--- config.mk ---
export PLATFORM = sky130hd
export DESIGN_NAME = vga_timing_gen
export DESIGN_NICKNAME = d
export VERILOG_FILES = /design/src/rtl/vga_timing_gen.sv
export SDC_FILE = /design/constraint.sdc
export NUM_CORES = 1
export LEC_CHECK = 0
export BUFFER_PORTS_ARGS = -buffer_cell sky130_fd_sc_hd__clkbuf_2
export CORE_MARGIN = 3
export CORE_UTILIZATION = 45
export DETAILED_ROUTE_END_ITERATION = 8
export PLACE_DENSITY_LB_ADDON = 0.08
export SETUP_SLACK_MARGIN = 0.02
export SYNTH_ARGS = -nofsm -noshare
export SYNTH_HDL_FRONTEND = slang
export SYNTH_SLANG_ARGS = --single-unit
--- constraint.sdc ---
create_clock -name clk -period 1.79 [get_ports clk]
set_input_delay 0.2685 -clock clk [delete_from_list [all_inputs] [get_ports clk]]
set_output_delay 0.2685 -clock clk [all_outputs]
set_load 0.005 [all_outputs]
--- src/rtl/vga_timing_gen.sv ---
// VGA raster timing generator: pixel-clock divider feeding nested horizontal and
// vertical counters, with sync, active-video, coordinate and line/frame strobe decodes.
module vga_timing_gen #(
  parameter int CLK_DIV  = 4,
  parameter int H_ACTIVE = 640,
  parameter int H_FP     = 16,
  parameter int H_SYNC   = 96,
  parameter int H_BP     = 48,
  parameter int V_ACTIVE = 480,
  parameter int V_FP     = 10,
  parameter int V_SYNC   = 2,
  parameter int V_BP     = 33,
  parameter bit SYNC_POL = 1'b0,
  parameter int CW       = 12
) (
  input  logic          clk,
  input  logic          reset,
  input  logic          en,
  output logic [CW-1:0] h_count,
  output logic [CW-1:0] v_count,
  output logic [CW-1:0] pixel_x,
  output logic [CW-1:0] pixel_y,
  output logic          hsync,
  output logic          vsync,
  output logic          video_on,
  output logic          pix_tick,
  output logic          line_end,
  output logic          frame_end
);

  localparam int H_TOTAL = H_ACTIVE + H_FP + H_SYNC + H_BP;
  localparam int V_TOTAL = V_ACTIVE + V_FP + V_SYNC + V_BP;
  localparam int DW      = (CLK_DIV > 1) ? $clog2(CLK_DIV) : 1;

  if (H_TOTAL > (2**CW) - 1 || V_TOTAL > (2**CW) - 1) begin : g_bad_total
    $error("vga_timing_gen: H_TOTAL/V_TOTAL do not fit in CW bits");
  end
  if (CLK_DIV < 1 || H_ACTIVE < 1 || H_FP < 1 || H_SYNC < 1 || H_BP < 1 ||
      V_ACTIVE < 1 || V_FP < 1 || V_SYNC < 1 || V_BP < 1 || CW < 1) begin : g_bad_param
    $error("vga_timing_gen: zero-sized timing parameter");
  end

  localparam logic [DW-1:0] DIV_LAST = DW'(CLK_DIV - 1);
  localparam logic [CW-1:0] H_LAST   = CW'(H_TOTAL - 1);
  localparam logic [CW-1:0] V_LAST   = CW'(V_TOTAL - 1);
  localparam logic [CW-1:0] H_ACT    = CW'(H_ACTIVE);
  localparam logic [CW-1:0] V_ACT    = CW'(V_ACTIVE);
  localparam logic [CW-1:0] HS_START = CW'(H_ACTIVE + H_FP);
  localparam logic [CW-1:0] HS_END   = CW'(H_ACTIVE + H_FP + H_SYNC);
  localparam logic [CW-1:0] VS_START = CW'(V_ACTIVE + V_FP);
  localparam logic [CW-1:0] VS_END   = CW'(V_ACTIVE + V_FP + V_SYNC);

  logic [DW-1:0] div_cnt;
  logic          h_last;
  logic          v_last;
  logic          hs_zone;
  logic          vs_zone;

  assign h_last = (h_count == H_LAST);
  assign v_last = (v_count == V_LAST);

  // Strobes are qualified by reset so an aborted line never emits a stray tick.
  assign pix_tick  = !reset && en && (div_cnt == DIV_LAST);
  assign line_end  = pix_tick && h_last;
  assign frame_end = line_end && v_last;

  always_ff @(posedge clk) begin
    if (reset) begin
      div_cnt <= '0;
      h_count <= '0;
      v_count <= '0;
    end else if (en) begin
      if (div_cnt == DIV_LAST) div_cnt <= '0;
      else                     div_cnt <= div_cnt + 1'b1;
      if (pix_tick) begin
        if (h_last) begin
          h_count <= '0;
          if (v_last) v_count <= '0;
          else        v_count <= v_count + 1'b1;
        end else begin
          h_count <= h_count + 1'b1;
        end
      end
    end
  end

  assign hs_zone  = (h_count >= HS_START) && (h_count < HS_END);
  assign vs_zone  = (v_count >= VS_START) && (v_count < VS_END);
  assign hsync    = (hs_zone && !reset) ? SYNC_POL : !SYNC_POL;
  assign vsync    = (vs_zone && !reset) ? SYNC_POL : !SYNC_POL;
  assign video_on = !reset && (h_count < H_ACT) && (v_count < V_ACT);
  assign pixel_x  = video_on ? h_count : '0;
  assign pixel_y  = video_on ? v_count : '0;

endmodule

; Word level (Yosys, flattened, before mapping)
; Cells that the tools add are included.
[op_classes]
n_lt_le_gt_ge = 6
n_reduce_logical = 13
n_addsub = 3
eq_ne = 3
mux = 7
[ops]
columns = operator, count
row1 = $mux W12, 4
row2 = $add A12 B1 Y12 const B, 2
row3 = $eq A12 B10 Y1 const B, 2
row4 = $lt A12 B10 Y1 const B, 2
row5 = $lt A12 B9 Y1 const B, 2
row6 = $ge A12 B10 Y1 const B, 1
row7 = $ge A12 B9 Y1 const B, 1
row8 = $logic_and A1 B1 Y1, 10
row9 = $reduce_and A3 Y1, 1
row10 = $add A2 B1 Y2 const B, 1
row11 = $eq A2 B2 Y1 const B, 1
row12 = $mux W1, 2
row13 = $mux W2, 1
row14 = $reduce_and A2 Y1, 1
row15 = $logic_not A1 Y1, 1
[totals]
out_inout_bits = 54
elab_cells = 35
in_bits = 3
regBits = 26

; Depth between registers and ports, before layout
; Gate-level depths: netlist of run 1.
[logic_depth]
depth_word = 5
ltp_mapped = 7
mapped_depth_nobuf = 6

; Worst setup path before layout of run 1
; No wires, ideal clock.
[synth_timing]
path_kind = register to register
startpoint = register h_count[5]
endpoint = register v_count[11]
slack_ns = -0.194
t_required_ns = 1.663
n_path_buf = 2
setup_time_ns = 0.127
path_stages_with_launch = 7
period_less_slack_ns = 1.984
arrival_ns = 1.858
cell_sequence = dfxtp_1 > buf_6 > or4b_4 > or4_1 > buf_2 > a21oi_1 > o32ai_2
[synth_between]
elab_chain_len = 2
[synth_rtl]
columns = item, line
row1 = "start, declared", 19  ; output logic [CW-1:0] h_count,
row2 = "start signal, assigned", 81  ; h_count <= h_count + 1'b1;
row3 = $eq A12 B10 Y1, 59  ; assign h_last = (h_count == H_LAST);
row4 = $reduce_and A3 Y1 (no source line), -
row5 = "end signal, assigned", 79  ; else v_count <= v_count + 1'b1;
row6 = "end, declared", 20  ; output logic [CW-1:0] v_count,
; Every way passes these cells.
; A chain may end at the register's enable or synchronous reset.

; Worst setup path after layout of run 1
[layout_timing]
startpoint = register h_count[6]
endpoint = output port frame_end
[layout_between]
elab_chain_len = 3
[layout_rtl]
columns = item, line
row1 = $eq A12 B10 Y1, 59
row2 = $logic_and A1 B1 Y1, 64  ; assign line_end = pix_tick && h_last;
row3 = $logic_and A1 B1 Y1, 65  ; assign frame_end = line_end && v_last;
row4 = "end, declared", 28  ; output logic frame_end
; Every way passes these cells.

==> results of run 1 <==
state kept, by name (all words and copies together) (netlist names):
signal   count
v_count     12
h_count     12
div_cnt      2
area by class of cell:
type / count / share of cell area (%)
Timing Repair Buffer: 103 / 28.5
Inverter: 11 / 1.61
Tap cell: 46 / 2.00
Multi-Input combinational cell: 160 / 46.5
Clock inverter: 1 / 1.05
Clock buffer: 3 / 1.44
Sequential cell: 26 / 18.9
synthesized netlist by cell type, types with 2 or more instances:
| library cell | n | share of area, % |
|---|---|---|
| a21oi_1 | 15 | 4.4 |
| and2_1 | 22 | 8.1 |
| and4_1 | 3 | 1.5 |
| and4b_1 | 2 | 1.2 |
| buf_2 | 3 | 0.88 |
| buf_4 | 5 | 2.2 |
| clkbuf_1 | 9 | 2.0 |
| dfxtp_1 | 26 | 31 |
| ha_1 | 6 | 4.4 |
| inv_1 | 10 | 2.2 |
| mux2i_1 | 2 | 1.2 |
| nand2_1 | 14 | 3.1 |
| nand2b_1 | 2 | 0.73 |
| nand3_1 | 9 | 2.6 |
| nand4_1 | 7 | 2.6 |
| nand4b_1 | 2 | 1.0 |
| nand4bb_1 | 2 | 1.3 |
| nor2_1 | 14 | 3.1 |
| nor3_1 | 6 | 1.8 |
| nor4_1 | 5 | 1.8 |
| o21ai_0 | 2 | 0.59 |
| o21bai_1 | 2 | 0.88 |
| o31ai_1 | 2 | 0.88 |
| o32ai_1 | 4 | 2.1 |
| o32ai_2 | 2 | 1.9 |
| or3_1 | 5 | 1.8 |
| or4_1 | 4 | 1.8 |
| xnor2_1 | 6 | 3.1 |
| xor2_1 | 2 | 1.0 |
metrics by stage:
step                      total power [uW]  instances  setup slack, ns
after floorplan                        641        216          -0.0258
after global placement                 659        334           -0.102
after detailed placement               663        334           -0.111
after CTS                             1160        345           -0.221
after global routing                  1210        350           -0.291
final                                 1170        350           -0.230
cell families after synthesis:
| group | after synthesis | synth area share [%] |
|---|---|---|
| AO/OA/AOI/OAI | 33 | 13.4 |
| AND/OR/NAND/NOR | 106 | 37.7 |
| other | 1 | 0.220 |
| XOR/XNOR | 8 | 4.11 |
| multiplexers | 2 | 1.17 |
| flip-flops | 26 | 30.5 |
| adder cells (fa/ha/maj) | 6 | 4.41 |
| buffers and inverters | 30 | 8.37 |
critical path: stages, from the launching register on:
cell      delay [ns]
dfxtp_2         0.34
buf_6           0.11
or4_4           0.50
nor4_4          0.18
and4_1          0.24
clkbuf_2        0.12
power by group through the flow:
stage | sequential [uW] | combinational (uW) | clock [uW]
after floorplan | 598 | 43.1 | 0
after global placement | 598 | 61.5 | 0
after detailed placement | 598 | 64.5 | 0
after CTS | 582 | 78.8 | 496
after global routing | 583 | 99.6 | 523
final | 583 | 92.4 | 493
metal layers:
metal  share of wire [%]  vias up
met1                  43      958
met3                 6.3       15
met5                   0        -
met2                  48       74
li1                    -      937
met4                 2.2        0
what timing repair did:
action                                  CTS  global route
pin swaps                                21            25
endpoints found under the setup margin   34            46
cloned                                    1             0
resized for setup                        42            76
setup buffers                             8             7
hold buffers                              0             0
final timing paths:
path | start | endpoint | slack, ns | cells past startpoint
worst max register to register | h_count[5]$_SDFFE_PP0P_ | v_count[7]$_SDFFE_PP0P_ | -0.12 | 4
worst min register to register | v_count[0]$_SDFFE_PP0P_ | v_count[0]$_SDFFE_PP0P_ | 0.50 | 2
worst max-delay path | h_count[6]$_SDFFE_PP0P_ | frame_end | -0.23 | 5
worst min-delay path | en | h_count[1]$_SDFFE_PP0P_ | 0.41 | 4
==> flow_metrics.py, run 1 <==
metrics = {
    "status": {
        "outcome": "complete, but fails checks",
        "violations": "setup timing",
    },
    "grt": {
        "grt_pass1_wl_um": 8040,
        "track_usage_pct": 23.3,
        "grt_util_met1_pct": 31.3,
        "grt_antenna_before_repair": 0,
        "grt_overflow_total": 0,
        "grt_pass1_vias": 1663,
        "use_met2_pct": 38.8,
        "grt_max_degree": 16,
        "use_met3_pct": 5.16,
        "busiest_layer": "met2",
    },
    "pwr": {
        "ir_drop_mv": 0.705,
        "p_switching_uw": 246,
        "powerDensity_mw_per_mm2": 407,
        "p_int_uw": 922,
        "clockPowerShare_pct": 42.2,
        "p_seq_share_pct": 49.9,
        "p_sw_share_pct": 21.1,
        "power_frac_comb_pct": 7.9,
        "p_leak_uw": 0.00114,
    },
    "die": {
        "die_h_um": 67.5,
        "die_x_um": 67.5,
        "rows": 21,
        "design.core.area_mm2": 0.00349,
        "ioPinCount": 57,
        "dieArea_mm2": 0.00456,
        "start_util_pct": 48.8,
    },
    "layout": {
        "seq_area_um2": 542,
        "layout_commonest_cell": "buf_4",
        "final_cell_mix": "39 x buf_4, 33 x buf_6, 30 x clkbuf_2, 18 x and2_4, 15 x dfxtp_1",
        "areaGrowthSynthToFinish_pct": 68.6,
        "fin_util_pct": 82.2,
        "final_nets": 314,
        "post-route-cell-area_mm2": 0.00287,
        "antennaDiodeCount": 0,
        "drive_gt1_share_pct": 59.5,
        "multi_input_area_mm2": 0.00134,
        "fillCellCount": 206,
    },
    "detailed_routing": {
        "avgViaCountPerCell": 5.67,
        "firstDrtPassIters": 4,
        "vias": 1984,
        "routed_wl_um": 5750,
        "drt_iter0_drc": 124,
        "final_antenna_net_count": 0,
        "remaining_drc_errors": 0,
        "wl_per_cell_um": 16.4,
    },
    "clocking": {
        "cts_buffers": 3,
        "cts_tree": "done",
        "clkSinkCount": 26,
        "cts_buffer_depth": 2,
        "clk-insertion-delay-late_ns": 0.28,
        "clkSlewWorstSetupHoldPaths_ns": 0.10,
        "cts_root_buf": "clkbuf_8",
        "htreeDepth": 1,
    },
    "logic_synthesis": {
        "synth_top_flop_cell": "dfxtp_1",
        "synth_edf_count": 0,
        "yosysWarnings": 0,
        "synth_area_mm2": 0.00170,
        "syn-instance-count": 212,
        "ys_ff_latch": 26,
        "yosysSeqAreaShare_pct": 30.5,
        "ys_types": 48,
        "avgSynthCellArea_um2": 8.04,
        "synth-async-reset-ratio_pct": 0,
    },
    "timing": {
        "setup_viol": 44,
        "slew_violations": 0,
        "hold_slack_ns": 0.412,
        "rsz0062_at_grt": "yes",
        "relSlewSlack_pct": 66.1,
        "max_freq_mhz": 495,
        "tightest_slew_ns": 0.502,
        "skew_ns": 0.00618,
        "postLayoutSetupSlackWorst_ns": -0.230,
        "finalCriticalPeriod_ns": 2.02,
        "min_period_over_period_pct": 113,
        "finalHoldViolCount": 0,
        "fin_setup_tns_ns": -5.61,
    },
    "setup_path": {
        "cp_data_arrival_time_ns": 1.75,
        "path_class": "reg -> out",
        "worst-path-max-fanout": 2,
        "start_kind": "register",
        "crit_required_ns": 1.52,
        "crit_path_end_kind": "output port",
    },
    "place": {
        "io_buffers": 51,
        "hpwl_um": 3570,
        "place_area_mm2": 0.00227,
        "routabilityCongestion": 0.881,
    },
    "min_path": {
        "hold_class": "in -> reg",
    },
    "job": {
        "cap_violations": 0,
    },
}
No activity file was read; power rests on OpenSTA's default activity.
==> run 2: changes to the inputs <==
ABC_AREA = 1   (was default)
CAP_MARGIN = 10   (was default)
CORE_UTILIZATION = 46   (was 45)
==> run 2 against run 1 <==
Against the previous run:
- cell area decreased by 13%
- combinational power decreased by 18%
- sequential share of layout area increased by 3.3 points
- critical path type unchanged
- the flow still finishes with violations (setup timing)
- clock skew increased by 0.0042 ns
- wire length decreased by 12%
- die area increased by 1.4%
- register-to-register slack improved by 0.36 ns
- highest routed layer unchanged
- first-iteration DRC count decreased by 40%
- power decreased by 0.78%
- sequential cell count unchanged
- final cell count increased by 12%
==> flow_metrics.py, run 2 <==
metrics = {
    "place": {
        "io_buffers": 51,
        "hpwl_um": 3400,
        "place_inst": 370,
        "routabilityCongestion": 0.826,
    },
    "setup_path": {
        "worst-path-buf-inv": 2,
        "cp_data_arrival_time_ns": 1.56,
        "crit_family": "simple AND/OR/NAND/NOR gates",
        "crit_required_ns": 1.52,
        "crit_path_end_kind": "output port",
        "reg2reg_slack_ns": 0.24,
        "critPathMaxStageDelay_ns": 0.35,
        "crit_slowest_cell": "dfxtp_2",
        "worst-path-max-fanout": 4,
        "start_kind": "register",
        "path_cells": "inv_2 > nand4_1 > nand3b_1 > nor4_4 > buf_2",
        "path_class": "reg -> out",
    },
    "logic_synthesis": {
        "synth_most_common_cell": "nand2_1",
        "synth_common_cells": "54 x nand2_1, 51 x nor2_1, 33 x inv_1, 26 x dfxtp_1, 19 x nand3_1",
        "synth.area.top_cells": "dfxtp_1 29%, nand2_1 11%, nor2_1 11%, inv_1 7.0%, nand3_1 5.4%",
        "ys_types": 31,
        "synth_top_flop_cell": "dfxtp_1",
        "synth_area_mm2": 0.00177,
        "syn-instance-count": 270,
        "synth-async-reset-ratio_pct": 0,
        "ys_ff_latch": 26,
        "synth_top_area_share_pct": 29.4,
        "yosysWarnings": 0,
        "synth_edf_count": 0,
        "synth_area_leader_cell": "dfxtp_1",
        "yosysSeqAreaShare_pct": 29.4,
        "avgSynthCellArea_um2": 6.55,
    },
    "timing": {
        "hold_slack_ns": 0.211,
        "max_freq_mhz": 546,
        "min_period_over_period_pct": 102,
        "rsz0062_at_grt": "yes",
        "postLayoutSetupSlackWorst_ns": -0.0415,
        "slew_violations": 0,
        "setup_viol": 1,
        "finalCriticalPeriod_ns": 1.83,
        "finalHoldViolCount": 0,
        "skew_ns": 0.0104,
    },
    "status": {
        "outcome": "complete, but fails checks",
        "violations": "setup timing",
    },
    "die": {
        "rows": 21,
        "design.core.area_mm2": 0.00352,
        "ioPinCount": 57,
        "die_h_um": 68.0,
        "die_x_um": 68.0,
        "start_util_pct": 50.2,
        "dieArea_mm2": 0.00462,
    },
    "layout": {
        "final_nets": 355,
        "areaGrowthSynthToFinish_pct": 41.5,
        "drive_gt1_share_pct": 41.4,
        "largest_registers": "h_count (12), v_count (12), div_cnt (2)",
        "antennaDiodeCount": 0,
        "layout_commonest_cell": "nand2_1",
        "instances_no_fill": 391,
        "final_cell_mix": "54 x nand2_1, 42 x nor2_1, 37 x clkbuf_2, 26 x inv_1, 21 x buf_4",
    },
    "detailed_routing": {
        "routed_wl_um": 5050,
        "drt_iter0_drc": 75,
        "vias": 1940,
        "remaining_drc_errors": 0,
        "final_antenna_net_count": 0,
        "wl_per_cell_um": 12.9,
        "avgViaCountPerCell": 4.96,
        "firstDrtPassIters": 4,
    },
    "clocking": {
        "cts_buffer_depth": 2,
        "clk-insertion-delay-late_ns": 0.28,
        "cts_root_buf": "clkbuf_8",
        "cts_tree": "done",
        "cts_buffers": 3,
        "clkSlewWorstSetupHoldPaths_ns": 0.10,
        "holdBufCountCts": 0,
        "clkSinkCount": 26,
        "htreeDepth": 1,
    },
    "pwr": {
        "p_leak_uw": 0.00119,
        "powerDensity_mw_per_mm2": 463,
        "ir_drop_mv": 0.416,
    },
    "grt": {
        "grt_overflow_total": 0,
        "grt_max_degree": 21,
        "grt_pass1_wl_um": 7390,
        "track_usage_pct": 20.8,
        "grt_antenna_before_repair": 0,
        "grt_pass1_vias": 1684,
    },
    "job": {
        "cap_violations": 0,
    },
    "min_path": {
        "hold_class": "in -> reg",
    },
}
[run 2: logic make-up (layout without fill, tap and decap cells)]
kind of cell	after synthesis	count (layout)	synth area share (%)
flops	26	26	29.4
simple gates	160	160	43.7
xor+xnor	11	11	5.45
buf+inv	47	118	11.4
compound gates	19	19	5.59
other cells	1	5	0.212
fa+ha+maj	6	6	4.25
[run 2: repair_timing]
action                                  in CTS  in global routing
setup buffers                                5                 10
endpoints found under the setup margin      23                 23
resized for setup                           25                 58
endpoints found under the hold margin        0                  0
gates cloned                                 0                  2
pin swaps                                    2                  9
[run 2: power by group]
part	internal (uW)	total, uW	switching, uW
registers	576	579	2.78
clock network	300	504	204
logic	28.0	75.6	47.6
[run 2: cell type report]
type                    instances  area, um2
multi-input cells             201       1200
fillers                       320       1020
flip-flops and latches         26        554
repair buffers                 75        459
inverters                      39        155
well taps                      46       57.6
clock buffers                   3       41.3
clock inverters                 1       30.0
[run 2: worst register-to-register path, delay by kind of cell, from the launching register on]
family	cells	cell delay, ns
AO/OA/AOI/OAI	1	0.10
AND/OR/NAND/NOR	5	0.49
adder cells (fa/ha/maj)	1	0.20
buffers and inverters	4	0.36
flip-flops	1	0.34
[run 2: worst paths after layout]
path,cells after the start,startpoint,end
setup / recovery,5,v_count[7]$_SDFFE_PP0P_,frame_end
hold reg to reg,2,v_count[8]$_SDFFE_PP0P_,v_count[8]$_SDFFE_PP0P_
setup reg to reg,11,div_cnt[0]$_SDFFE_PP0P_,h_count[9]$_SDFFE_PP0P_
hold / removal,2,en,div_cnt[1]$_SDFFE_PP0P_
[run 2: metal layers]
layer | vias to the layer above | part of all wire (%) | track usage, %
met5 | - | 0 | 0
met4 | 0 | 1.8 | 6.20
met3 | 8 | 6.9 | 3.94
met2 | 69 | 48 | 35.9
met1 | 874 | 43 | 26.1
li1 | 989 | - | -
[run 2: metrics by stage]
stage	setup TNS (ns)	cell area [um2]	setup slack (ns)	util (%)	power (uW)
5_1_grt	-1.01	2500	-0.0855	71.0	1190
6_report	-0.0415	2500	-0.0415	71.0	1160
4_1_cts	0	2280	0.0280	64.9	1150
3_3_place_gp	0	2100	0.163	59.6	654
2_1_floorplan	0	1780	0.335	-	644
3_5_place_dp	0	2100	0.105	59.6	654
